**src/rtl/rat_int_ctrl_if.sv**
```systemverilog
// RAT MCU I/O bus as seen by a peripheral.
// The master modport is the MCU side, which drives the port ID, the output data
// and the strobe. The slave modport is a peripheral that decodes the bus and
// returns data for the wrapper's input mux.
interface rat_int_ctrl_if;
    logic [7:0] PORT_ID;
    logic [7:0] OUT_PORT;
    logic       IO_STRB;
    logic [7:0] IN_DATA;
    logic       IN_SEL;

    modport master (
        output PORT_ID,
        output OUT_PORT,
        output IO_STRB,
        input  IN_DATA,
        input  IN_SEL
    );

    modport slave (
        input  PORT_ID,
        input  OUT_PORT,
        input  IO_STRB,
        output IN_DATA,
        output IN_SEL
    );
endinterface

```
**src/rtl/rat_int_ctrl.sv**
```systemverilog
// Interrupt controller for the single interrupt input of the RAT MCU.
//
// Operation:
//  - Latches a rising edge on any of N_SRC request lines as a pending bit.
//  - Masks the pending bits, then picks the lowest pending index.
//  - Drives INTR high for PULSE_LEN cycles.
//  - Waits for firmware to write ACK_ID before it raises another interrupt.
//
// Optional build macro RAT_INTC_TIMEOUT_EN: if nothing acknowledges the
// interrupt within TIMEOUT cycles, the controller gives up and returns to idle.
// The source stays pending, so it re-fires. The controller also sets a sticky
// timeout flag, which reads back as STATUS bit 5.
module rat_int_ctrl #(
    parameter int         N_SRC     = 4,
    parameter int         PULSE_LEN = 4,
    parameter logic [7:0] MASK_ID   = 8'h42,
    parameter logic [7:0] ACK_ID    = 8'h43,
    parameter logic [7:0] STATUS_ID = 8'h21,
    parameter logic [7:0] PEND_ID   = 8'h22,
    parameter int         TIMEOUT   = 1024
) (
    input  logic             CLK,
    input  logic             RST_N,
    input  logic [N_SRC-1:0] IRQ_IN,
    output logic             INTR,
    rat_int_ctrl_if.slave    io
);
    localparam int CNT_W = (PULSE_LEN > 1) ? $clog2(PULSE_LEN) : 1;

    typedef enum logic [1:0] {S_IDLE, S_ASSERT, S_WAIT_ACK} state_t;

    state_t             state_reg;
    logic [N_SRC-1:0]   irq_prev_reg;
    logic [N_SRC-1:0]   pending_reg;
    logic [N_SRC-1:0]   pending_next;
    logic [N_SRC-1:0]   mask_reg;
    logic [N_SRC-1:0]   irq_edge;
    logic [N_SRC-1:0]   ack_clear;
    logic [N_SRC-1:0]   eligible;
    logic               strb_prev_reg;
    logic               overrun_reg;
    logic               intr_reg;
    logic [2:0]         svc_reg;
    logic [2:0]         svc_pick;
    logic [CNT_W-1:0]   pulse_cnt_reg;
    logic               strb_rise;
    logic               mask_wr;
    logic               ack_wr;
    logic               busy;
    logic               timeout_bit;
    logic [7:0]         in_data_next;
    logic               in_sel_next;
    logic               unused_out_bits;

    // Only the low N_SRC bits of the output data are ever used.
    assign unused_out_bits = ^io.OUT_PORT;

    // One action per strobe: the write acts only on the 0->1 edge of IO_STRB.
    assign strb_rise = io.IO_STRB & ~strb_prev_reg;
    assign mask_wr   = strb_rise && (io.PORT_ID == MASK_ID);
    assign ack_wr    = strb_rise && (io.PORT_ID == ACK_ID) && (state_reg != S_IDLE);
    assign eligible  = pending_reg & mask_reg;
    assign busy      = (state_reg != S_IDLE);
    assign INTR      = intr_reg;

    // Per source: edge detect, ack clear, and a new edge beating a same-cycle ack.
    generate
        for (genvar gi = 0; gi < N_SRC; gi++) begin : g_src
            assign irq_edge[gi]     = IRQ_IN[gi] & ~irq_prev_reg[gi];
            assign ack_clear[gi]    = ack_wr && (svc_reg == 3'(gi));
            assign pending_next[gi] = (pending_reg[gi] & ~ack_clear[gi]) | irq_edge[gi];
        end
    endgenerate

    // Priority pick: the lowest eligible index wins.
    always_comb begin
        svc_pick = '0;
        for (int i = N_SRC - 1; i >= 0; i--) begin
            if (eligible[i]) begin
                svc_pick = 3'(i);
            end
        end
    end

    // Edge history, pending bits, mask register and sticky overrun flag.
    always_ff @(posedge CLK or negedge RST_N) begin
        if (!RST_N) begin
            irq_prev_reg  <= '0;
            strb_prev_reg <= 1'b0;
            pending_reg   <= '0;
            mask_reg      <= '0;
            overrun_reg   <= 1'b0;
        end else begin
            irq_prev_reg  <= IRQ_IN;
            strb_prev_reg <= io.IO_STRB;
            pending_reg   <= pending_next;
            if (mask_wr) begin
                mask_reg <= io.OUT_PORT[N_SRC-1:0];
            end
            // A new overrun in the same cycle as an ack must not be lost.
            if (|(irq_edge & pending_reg)) begin
                overrun_reg <= 1'b1;
            end else if (ack_wr) begin
                overrun_reg <= 1'b0;
            end
        end
    end

`ifdef RAT_INTC_TIMEOUT_EN
    localparam int TO_W = $clog2(TIMEOUT + 1);
    logic [TO_W-1:0] to_cnt_reg;
    logic            to_flag_reg;
    assign timeout_bit = to_flag_reg;
`else
    assign timeout_bit = 1'b0;
`endif

    // Service FSM: latch the winner, pulse INTR, then hold off until acknowledged.
    always_ff @(posedge CLK or negedge RST_N) begin
        if (!RST_N) begin
            state_reg     <= S_IDLE;
            intr_reg      <= 1'b0;
            svc_reg       <= '0;
            pulse_cnt_reg <= '0;
`ifdef RAT_INTC_TIMEOUT_EN
            to_cnt_reg    <= '0;
            to_flag_reg   <= 1'b0;
`endif
        end else if (ack_wr) begin
            state_reg <= S_IDLE;
            intr_reg  <= 1'b0;
`ifdef RAT_INTC_TIMEOUT_EN
            to_flag_reg <= 1'b0;
`endif
        end else begin
            case (state_reg)
                S_IDLE: begin
                    if (|eligible) begin
                        svc_reg       <= svc_pick;
                        state_reg     <= S_ASSERT;
                        intr_reg      <= 1'b1;
                        pulse_cnt_reg <= CNT_W'(PULSE_LEN - 1);
                    end
                end
                S_ASSERT: begin
                    if (pulse_cnt_reg == '0) begin
                        state_reg <= S_WAIT_ACK;
                        intr_reg  <= 1'b0;
`ifdef RAT_INTC_TIMEOUT_EN
                        to_cnt_reg <= '0;
`endif
                    end else begin
                        pulse_cnt_reg <= pulse_cnt_reg - 1'b1;
                    end
                end
                S_WAIT_ACK: begin
`ifdef RAT_INTC_TIMEOUT_EN
                    if (to_cnt_reg == TO_W'(TIMEOUT - 1)) begin
                        state_reg   <= S_IDLE;
                        to_flag_reg <= 1'b1;
                    end else begin
                        to_cnt_reg <= to_cnt_reg + 1'b1;
                    end
`endif
                end
                default: begin
                    state_reg <= S_IDLE;
                    intr_reg  <= 1'b0;
                end
            endcase
        end
    end

    // Read mux for the wrapper's input port, combinational from PORT_ID.
    always_comb begin
        in_data_next = '0;
        in_sel_next  = 1'b0;
        if (io.PORT_ID == STATUS_ID) begin
            in_sel_next  = 1'b1;
            in_data_next = {busy, overrun_reg, timeout_bit, 2'b00, svc_reg};
        end else if (io.PORT_ID == PEND_ID) begin
            in_sel_next                 = 1'b1;
            in_data_next[N_SRC-1:0]     = pending_reg;
        end
    end

    assign io.IN_DATA = in_data_next;
    assign io.IN_SEL  = in_sel_next;

endmodule

```
**src/flat_wrapper.sv**
```systemverilog
// flat-port wrapper written by rule: the top's interface ports become plain ports
module rat_int_ctrl_flat 
#(
    parameter int         N_SRC     = 4,
    parameter int         PULSE_LEN = 4,
    parameter logic [7:0] MASK_ID   = 8'h42,
    parameter logic [7:0] ACK_ID    = 8'h43,
    parameter logic [7:0] STATUS_ID = 8'h21,
    parameter logic [7:0] PEND_ID   = 8'h22,
    parameter int         TIMEOUT   = 1024
)
  (CLK, RST_N, IRQ_IN, INTR, io_PORT_ID, io_OUT_PORT, io_IO_STRB, io_IN_DATA, io_IN_SEL);
  rat_int_ctrl_if io_i ();
  input  logic CLK;
  input  logic RST_N;
  input  logic [N_SRC-1:0] IRQ_IN;
  output logic INTR;
  input wire logic [$bits(io_i.PORT_ID)-1:0] io_PORT_ID;
  input wire logic [$bits(io_i.OUT_PORT)-1:0] io_OUT_PORT;
  input wire logic [$bits(io_i.IO_STRB)-1:0] io_IO_STRB;
  output wire logic [$bits(io_i.IN_DATA)-1:0] io_IN_DATA;
  output wire logic [$bits(io_i.IN_SEL)-1:0] io_IN_SEL;
  assign io_i.PORT_ID = io_PORT_ID;
  assign io_i.OUT_PORT = io_OUT_PORT;
  assign io_i.IO_STRB = io_IO_STRB;
  assign io_IN_DATA = io_i.IN_DATA;
  assign io_IN_SEL = io_i.IN_SEL;
  rat_int_ctrl #(.N_SRC(N_SRC), .PULSE_LEN(PULSE_LEN), .MASK_ID(MASK_ID), .ACK_ID(ACK_ID), .STATUS_ID(STATUS_ID), .PEND_ID(PEND_ID), .TIMEOUT(TIMEOUT)) u_core (.CLK(CLK), .RST_N(RST_N), .IRQ_IN(IRQ_IN), .INTR(INTR), .io(io_i));
endmodule
```
**config.mk**
```make
export PLATFORM = sky130hd
export DESIGN_NAME = rat_int_ctrl_flat
export DESIGN_NICKNAME = d
export VERILOG_FILES = /design/src/rtl/rat_int_ctrl_if.sv /design/src/rtl/rat_int_ctrl.sv /design/src/flat_wrapper.sv
export SDC_FILE = /design/constraint.sdc
export NUM_CORES = 1
export LEC_CHECK = 0
export ABC_CLOCK_PERIOD_IN_PS = 6300
export CAP_MARGIN = 30
export CORE_ASPECT_RATIO = 0.5
export CORE_MARGIN = 5
export CORE_UTILIZATION = 33
export DETAILED_ROUTE_END_ITERATION = 7
export GPL_TIMING_DRIVEN = 0
export SLEW_MARGIN = 20
export SYNTH_ARGS = -nofsm -noshare
export SYNTH_HDL_FRONTEND = slang
export SYNTH_SLANG_ARGS = --single-unit
```
**constraint.sdc**
```tcl
create_clock -name CLK -period 6.3 [get_ports CLK]
set_clock_uncertainty 0.15 [all_clocks]
set_input_delay 1.26 -clock CLK [delete_from_list [all_inputs] [get_ports CLK]]
set_output_delay 1.26 -clock CLK [all_outputs]
set_load 0.02 [all_outputs]
```
======== After elaboration in Yosys (flattened, before gate mapping) ========
Cells that the tools add are included.
storage, ports and cells
  register bits after elaboration ......... 22
  input port bits ......................... 23
  output and inout bits ................... 10
  logic and storage cells ................. 89
operators by class
  $add $sub $neg .......................... 1
  equality and inequality tests ........... 14
  mux-type cells .......................... 22
  bitwise gates (word level) .............. 25
  reduce and logical (&&, ||, !) cells .... 18
operator list
  kind                  number
  $eq A8 B6 Y1 const B  2
  $eq A8 B7 Y1 const B  2
  $mux W2               6
  $mux W4               3
  $not A1 Y1            10
  $and A1 B1 Y1         9
  $mux W3               3
  $and A4 B4 Y4         2
  $reduce_or A4 Y1      2
  $logic_and A1 B1 Y1   7
  $mux W1               7
  $eq A3 B2 Y1 const B  2
  $ne A3 B1 Y1 const B  2
  $pmux W2 S3           1
  $reduce_and A3 Y1     2
  $reduce_bool A2 Y1    3
  $logic_not A2 Y1      2
  $ne A2 B1 Y1 const B  2
  $or A1 B1 Y1          4
  $pmux W2 S2           1
  $reduce_and A4 Y1     1
  $eq A3 B1 Y1 const B  1
  $logic_not A3 Y1      1
  $pmux W1 S3           1
  other kinds (4)       4

======== Depth between registers and ports, before layout ========
Gate-level depths: netlist (run 1).
  word-level depth ........................ 8
  depth in mapped cells ................... 5
  mapped depth without buffers ............ 5

======== Worst setup path after synthesis (run 1) ========
Ideal clock, no wire load.
  path type ............................... input to output
  start ................................... input io_PORT_ID[4]
  end ..................................... output io_IN_DATA[0]
  data arrival time ....................... 2.620 ns
  data required time ...................... 4.890 ns
  path slack .............................. 2.270 ns
  stages .................................. 4
  buffers on the path ..................... 0
  cell sequence ........................... or2_2 > or3b_2 > nor3_1 > a22o_1
on the way
  word-level cells in the longest chain between the ends .. 3
  elaborated cells on any way between the ends .. 4
  classes of those cells .................. eq/ne (2); mux (2)
ends and longest elaborated chain
  item          line                 RTL
  from (decl)   flat_wrapper.sv:18   input wire logic [$bits(io_i.PORT_ID)-1:0] io_PORT_ID;
  $eq A8 B6 Y1  rat_int_ctrl.sv:181  end else if (io.PORT_ID == PEND_ID) begin
  $mux W4       rat_int_ctrl.sv:181
  $mux W4 (*)   rat_int_ctrl.sv:178  if (io.PORT_ID == STATUS_ID) begin
  to (decl)     flat_wrapper.sv:21   output wire logic [$bits(io_i.IN_DATA)-1:0] io_IN_DATA;
Every way passes the cells marked *; elsewhere a longest branch is shown, timed or not.

======== Worst setup path after layout (run 1) ========
Same ends and word-level chain as after synthesis.

==> results of run 1 <==
[power by group]
group	switching (W)	leakage (nW)	internal, W
Combinational	0.0000156	0.334	0.0000228
Sequential	0.00000792	0.227	0.000136
Clock	0.0000421	0.0288	0.0000556
[placed cells by master, fill, tap and decap left out, types with 2 or more instances in the layout]
| master | netlist | final |
|---|---|---|
| nand2b_1 | 2 | 2 |
| buf_4 | 2 | 2 |
| a31oi_1 | 2 | 2 |
| a22o_1 | 3 | 3 |
| and2_1 | 4 | 4 |
| mux2i_1 | 2 | 2 |
| clkdlybuf4s50_1 | 0 | 26 |
| clkbuf_8 | 0 | 4 |
| nor2_1 | 3 | 3 |
| nand2_1 | 8 | 8 |
| conb_1 | 1 | 2 |
| dfrtp_1 | 20 | 20 |
| nand3b_1 | 2 | 2 |
| nor3_1 | 2 | 2 |
| inv_1 | 8 | 8 |
| mux2_2 | 4 | 4 |
| nor3b_1 | 2 | 2 |
| or2_2 | 3 | 3 |
| or3_1 | 2 | 2 |
| o21ai_0 | 6 | 6 |
[worst max-delay path, cell delays in order]
cell and delay (ns):
clkdlybuf4s50_1 0.39, or2_2 0.31, or3b_2 0.47, nor3_1 0.45, a22o_1 0.22, clkdlybuf4s50_1 0.60
[worst max-delay path by stage]
| stage | endpoint | slack [ns] | depth (start not counted) |
|---|---|---|---|
| 6_report | io_IN_DATA[0] | 1.19 | 6 |
| 5_1_grt | io_IN_DATA[1] | 1.06 | 6 |
| 4_1_cts | io_IN_DATA[0] | 1.19 | 6 |
| 3_5_place_dp | io_IN_DATA[0] | 1.19 | 6 |
| 3_3_place_gp | io_IN_DATA[0] | 1.17 | 6 |
| 2_1_floorplan | io_IN_DATA[0] | 2.27 | 4 |
[per-layer routing]
metal	vias up	share of wire	GRT usage
met5	-	0	0
met3	2	0.060	0.0455
met4	0	0.0058	0.0466
li1	384	-	-
met2	15	0.44	0.179
met1	362	0.50	0.143
[per-stage QoR]
stage | setup slack (ns) | instance area (µm²) | hold WS [ns] | instances
floorplan | 2.27 | 962 | 0.276 | 93
detailed placement | 1.19 | 1270 | 0.304 | 156
finish | 1.19 | 1340 | 0.317 | 161
CTS | 1.19 | 1320 | 0.325 | 160
global placement | 1.17 | 1270 | 0.290 | 156
global route | 1.06 | 1340 | 0.338 | 161
[area by class of cell]
| cell class | count | area (µm²) | area share |
|---|---|---|---|
| clock buffer | 4 | 55.1 | 0.0412 |
| inverter | 8 | 30.0 | 0.0225 |
| multi-input combinational | 62 | 412 | 0.308 |
| timing repair buffer | 27 | 272 | 0.203 |
| buffer | 3 | 20.0 | 0.0150 |
| sequential | 20 | 500 | 0.375 |
| tap | 37 | 46.3 | 0.0347 |
[cells by family after synthesis]
| group | share of synthesized area |
|---|---|
| other cells | 0.00391 |
| flops | 0.522 |
| simple gates | 0.222 |
| compound gates | 0.119 |
| buf+inv | 0.0522 |
| fa+ha+maj | 0.0131 |
| mux | 0.0679 |
[synthesized netlist by cell type, types with 2 or more instances]
master	count	area, µm²
and2_1	4	25.0
inv_1	8	30.0
nand2b_1	2	12.5
nand3b_1	2	15.0
a31oi_1	2	12.5
o21ai_0	6	30.0
a22o_1	3	26.3
or3_1	2	12.5
nor2_1	3	11.3
nand2_1	8	30.0
or2_2	3	18.8
mux2i_1	2	20.0
dfrtp_1	20	500
nor3b_1	2	15.0
mux2_2	4	45.0
nor3_1	2	10.0
buf_4	2	15.0
==> out/metrics.csv, run 1 <==
stage,metric,value,unit
outcome,status,"complete, no violations",
worst_setup_path,Critical Path AT,3.70,ns
die,total core area,2680,µm²
cts,clk sinks,20,
synthesis,Synth Cell Area,958,µm²
sta,Slew @ Worst Pin,0.508,ns
place,I/O Buffers,26,
global_route,Total GRT Usage,0.113,
cts,post-CTS setup buffers,0,
worst_setup_path,crit path max fanout,5,
global_route,initial antenna violation count,0,
place,RD Place Congestion,0.712,
place,HPWL Detailed,1630,µm
final_layout,fillers,269,
global_route,first-pass GRT wire length,3420,µm
die,starting density of the core,0.357,
die,Rows,13,
final_layout,area delta synth->final,39.3,%
worst_setup_path,R2R depth,5,
die,Die H,48.1,µm
cts,CTS H-tree depth,1,
detailed_routing,1st-iter DRT viols,24,
global_route,total grt overflow,0,
sta,relative slew slack,0.658,
detailed_routing,1st-pass router iterations,4,
synthesis,library cells used by synthesis,34,
final_layout,"Core Util, Final",0.497,
global_route,pin count of the biggest net entering global routing,21,
cts,Resize count post-CTS,0,
final_layout,NumNets Final,149,
synthesis,#FFs+latches synth,20,
hold_path,worst hold path depth,1,
sta,maximum clock rate,196,MHz
hold_path,worst hold-check path type,flop to flop,
synthesis,Mean Syn Cell Area,10.4,µm²
synthesis,"Primary FF master, synth",dfrtp_1,
hold_path,"Endpoint, Worst Hold",u_core.pending_reg[1],
synthesis,warnings from Yosys,0,
synthesis,ys async rst share,1.00,
worst_setup_path,Setup crit start kind,input pin,
worst_setup_path,crit path launch,io_PORT_ID[4],
synthesis,Post-synth EDFFs,0,
final_layout,ant diodes,0,
final_layout,share of layout cells above drive strength 1,0.129,
sta,final-report hold violation count,0,
die,Die X,86.2,µm
cts,cts hold-fix bufs,0,
detailed_routing,total number of vias,763,
power_and_ir_drop,cell leakage power,0.589,nW
worst_setup_path,critical path class,input pin to output pin,
worst_setup_path,crit path capture type,output pin,
detailed_routing,Avg WL per Cell,12.9,µm
cts,Num CTS Buffers,3,
die,Boundary Pins,33,
sta,Final Max Slew Viols,0,
synthesis,Post-Synthesis Cells,92,
detailed_routing,Via density,4.74,
sta,final number of setup-violating endpoints,0,
worst_setup_path,worst r2r dst,u_core.pending_reg[0],
detailed_routing,final wirelength,2070,µm
sta,RSZ-0062 raised after global routing,false,
sta,final worst path period need,5.11,ns
power_and_ir_drop,Worst VDD drop,0.000106,V
cts,TritonCTS clock tree,done,
sta,Tcrit/Tclk final,0.811,
hold_path,Min-Delay Startpoint,u_core.irq_prev_reg[1],
cts,"Reg clk slew, reported paths",0.08,ns
power_and_ir_drop,Tot Pwr,0.000280,W
cts,Root Buffer,clkbuf_8,
cts,clock latency on the worst-skew pair,0.26,ns
worst_setup_path,FF-to-FF Start,u_core.strb_prev_reg,
worst_setup_path,R2R Setup Slk,4.33,ns
power_and_ir_drop,Power Dens Cells,210,nW/µm²
detailed_routing,DR DRC count,0,
die,Die ar.,4150,µm²
global_route,vias in the first global route,749,
flow_run,max-capacitance violation count,0,
synthesis,sequential area share after synthesis,0.522,
sta,Post-Route Setup TNS,0,ns
detailed_routing,Routed Antenna Nets,0,
worst_setup_path,Crit path required time,4.89,ns
cts,Longest Clk Path Bufs,2,
(Power assumes the default switching activity.)
==> run 2: changes to the inputs <==
--- a/config.mk
+++ b/config.mk
@@ -5,7 +5,7 @@
 export SDC_FILE = /design/constraint.sdc
 export NUM_CORES = 1
 export LEC_CHECK = 0
-export ABC_CLOCK_PERIOD_IN_PS = 6300
+export ABC_CLOCK_PERIOD_IN_PS = 4760
 export CAP_MARGIN = 30
 export CORE_ASPECT_RATIO = 0.5
 export CORE_MARGIN = 5
==> constraint.sdc (replaced) <==
create_clock -name CLK -period 4.76 [get_ports CLK]
set_clock_uncertainty 0.15 [all_clocks]
set_input_delay 0.952 -clock CLK [delete_from_list [all_inputs] [get_ports CLK]]
set_output_delay 0.952 -clock CLK [all_outputs]
set_load 0.02 [all_outputs]
==> results of run 2 <==
Same layout as run 1 (identical final DEF). Status: complete, no violations.
Main changes from that run: setup slack after placement 1.19 ns -> 0.269 ns; setup slack after layout 1.19 ns -> 0.264 ns; register-to-register setup slack 4.33 ns -> 2.79 ns; total power 0.000280 W -> 0.000371 W; worst IR drop on VDD 0.000106 V -> 0.000140 V
==> run 3: changes to the inputs <==
--- a/config.mk
+++ b/config.mk
@@ -5,14 +5,13 @@
 export SDC_FILE = /design/constraint.sdc
 export NUM_CORES = 1
 export LEC_CHECK = 0
-export ABC_CLOCK_PERIOD_IN_PS = 4760
 export CAP_MARGIN = 30
 export CORE_ASPECT_RATIO = 0.5
 export CORE_MARGIN = 5
 export CORE_UTILIZATION = 33
 export DETAILED_ROUTE_END_ITERATION = 7
 export GPL_TIMING_DRIVEN = 0
-export SLEW_MARGIN = 20
+export SLEW_MARGIN = 30
 export SYNTH_ARGS = -nofsm -noshare
 export SYNTH_HDL_FRONTEND = slang
 export SYNTH_SLANG_ARGS = --single-unit
==> constraint.sdc (replaced) <==
create_clock -name CLK -period 4.76 [get_ports CLK]
set_clock_uncertainty 0.15 [all_clocks]
set_input_delay 0.476 -clock CLK [delete_from_list [all_inputs] [get_ports CLK]]
set_output_delay 0.476 -clock CLK [all_outputs]
set_load 0.02 [all_outputs]
==> run 3 against run 2 <==
  * Cell area decreased by 1.2%
  * Combinational power is 3% lower
  * Clock power barely moved
  * Non-clock buffer count decreased by 1
  * Critical path type unchanged
  * Global-route usage unchanged
  * Highest routed layer unchanged
  * Sequential cell count is the same
  * Largest cell class unchanged
  * Hold slack worse by 0.31 ns
  * Register-to-register slack is essentially flat
==> out/metrics.csv, run 3 (same netlist as run 1, synthesis figures left out) <==
stage,metric,value,unit
outcome,status,"complete, no violations",
cts,Longest Clk Path Bufs,2,
worst_setup_path,CP Cell Sequence,clkdlybuf4s50_1 > or2_2 > or3b_2 > nor3_1 > a22o_1 > clkdlybuf4s50_1,
worst_setup_path,cell mode on critical path,clkdlybuf4s50_1,
global_route,vias in the first global route,749,
global_route,first-pass GRT wire length,3420,µm
final_layout,storage element area,500,µm²
sta,fin worst setup slack,1.22,ns
power_and_ir_drop,Worst VDD drop,0.000141,V
global_route,total grt overflow,0,
die,Boundary Pins,33,
final_layout,Multi-input gate area,412,µm²
final_layout,"most common cell after layout, fill and taps aside",clkdlybuf4s50_1,
worst_setup_path,critical path class,input pin to output pin,
worst_setup_path,worst r2r dst,u_core.pending_reg[0],
cts,clk sinks,20,
hold_path,worst hold-check path type,input pin to asynchronous set/reset pin,
cts,Num CTS Buffers,3,
worst_setup_path,R2R Setup Slk,2.79,ns
final_layout,share of layout cells above drive strength 1,0.130,
detailed_routing,DR DRC count,0,
place,I/O Buffers,26,
cts,clock latency on the worst-skew pair,0.26,ns
detailed_routing,total number of vias,754,
sta,final-report hold violation count,0,
global_route,Total GRT Usage,0.113,
sta,relative slew slack,0.660,
sta,Post-Route Setup TNS,0,ns
final_layout,fillers,268,
die,total core area,2680,µm²
die,Die H,48.1,µm
worst_setup_path,crit path max fanout,5,
sta,RSZ-0062 raised after global routing,false,
final_layout,most frequent cells in the layout,"clkdlybuf4s50_1, dfrtp_1, inv_1, nand2_1, o21ai_0",
die,Die ar.,4150,µm²
cts,CTS H-tree depth,1,
global_route,pin count of the biggest net entering global routing,21,
final_layout,ant diodes,0,
worst_setup_path,Setup crit start kind,input pin,
sta,Final Max Slew Viols,0,
final_layout,NumNets Final,148,
worst_setup_path,FF-to-FF Start,u_core.strb_prev_reg,
worst_setup_path,crit path capture type,output pin,
die,Die X,86.2,µm
worst_setup_path,R2R depth,5,
cts,"Reg clk slew, reported paths",0.08,ns
final_layout,area delta synth->final,37.6,%
worst_setup_path,crit-path max cell delay,0.60,ns
sta,maximum clock rate,283,MHz
die,starting density of the core,0.357,
worst_setup_path,"Slowest-stage cell, CP",clkdlybuf4s50_1,
place,RD Place Congestion,0.712,
global_route,initial antenna violation count,0,
detailed_routing,Avg WL per Cell,12.7,µm
sta,final worst path period need,3.54,ns
power_and_ir_drop,cell leakage power,0.583,nW
detailed_routing,1st-iter DRT viols,35,
detailed_routing,Routed Antenna Nets,0,
sta,final number of setup-violating endpoints,0,
cts,Resize count post-CTS,0,
detailed_routing,1st-pass router iterations,4,
final_layout,Non-Filler Instances,160,
detailed_routing,Via density,4.71,
sta,Slew @ Worst Pin,0.505,ns
cts,Root Buffer,clkbuf_8,
worst_setup_path,Crit path required time,4.13,ns
detailed_routing,final wirelength,2030,µm
die,Rows,13,
sta,Tcrit/Tclk final,0.744,
cts,TritonCTS clock tree,done,
flow_run,max-capacitance violation count,0,
cts,post-CTS setup buffers,0,
cts,cts hold-fix bufs,0,
worst_setup_path,Critical Path AT,2.91,ns
place,HPWL Detailed,1630,µm
place,dpl cells,156,
final_layout,"Core Util, Final",0.491,
power_and_ir_drop,Power Dens Cells,280,nW/µm²
place,worst slack at placement,1.22,ns
run 3: critical path: cells and delay by family:
family                 cells  cell delay, ns
AND/OR/NAND/NOR            3            1.22
buffers and inverters      2            0.99
AO/OA/AOI/OAI              1            0.22
run 3: routing by layer:
layer  part of all wire  vias to the layer above  global-route usage
li1                   -                      382                   -
met1               0.48                      355               0.143
met2               0.45                       15               0.179
met3              0.061                        2              0.0455
met4             0.0059                        0              0.0466
met5                  0                        -                   0
run 3: layout make-up:
cell class / count / area share
tap: 37 / 0.0351
buffer: 3 / 0.0152
timing repair buffer: 26 / 0.194
clock buffer: 4 / 0.0417
inverter: 8 / 0.0228
sequential: 20 / 0.380
multi-input combinational: 62 / 0.312
run 3: worst max path at each step:
stage / from / to / depth (start not counted)
after floorplan: io_PORT_ID[4] / io_IN_DATA[0] / 4
after global routing: io_PORT_ID[4] / io_IN_DATA[1] / 6
final: io_PORT_ID[4] / io_IN_DATA[0] / 6
after detailed placement: io_PORT_ID[4] / io_IN_DATA[0] / 6
after global placement: io_PORT_ID[4] / io_IN_DATA[0] / 6
after CTS: io_PORT_ID[4] / io_IN_DATA[0] / 6
run 3: power by group:
group | switching [W] | internal [W] | total [W]
combinational | 0.0000203 | 0.0000289 | 0.0000492
clock | 0.0000555 | 0.0000736 | 0.000129
sequential | 0.0000105 | 0.000180 | 0.000191
run 3: metrics by stage:
stage | power, W | hold WS (ns) | instance area (µm²)
floorplan | 0.000216 | 0.0304 | 962
global placement | 0.000243 | 0.290 | 1270
detailed placement | 0.000244 | 0.304 | 1270
CTS | 0.000374 | 0.325 | 1320
global route | 0.000385 | 0.0466 | 1320
finish | 0.000369 | 0.00525 | 1320
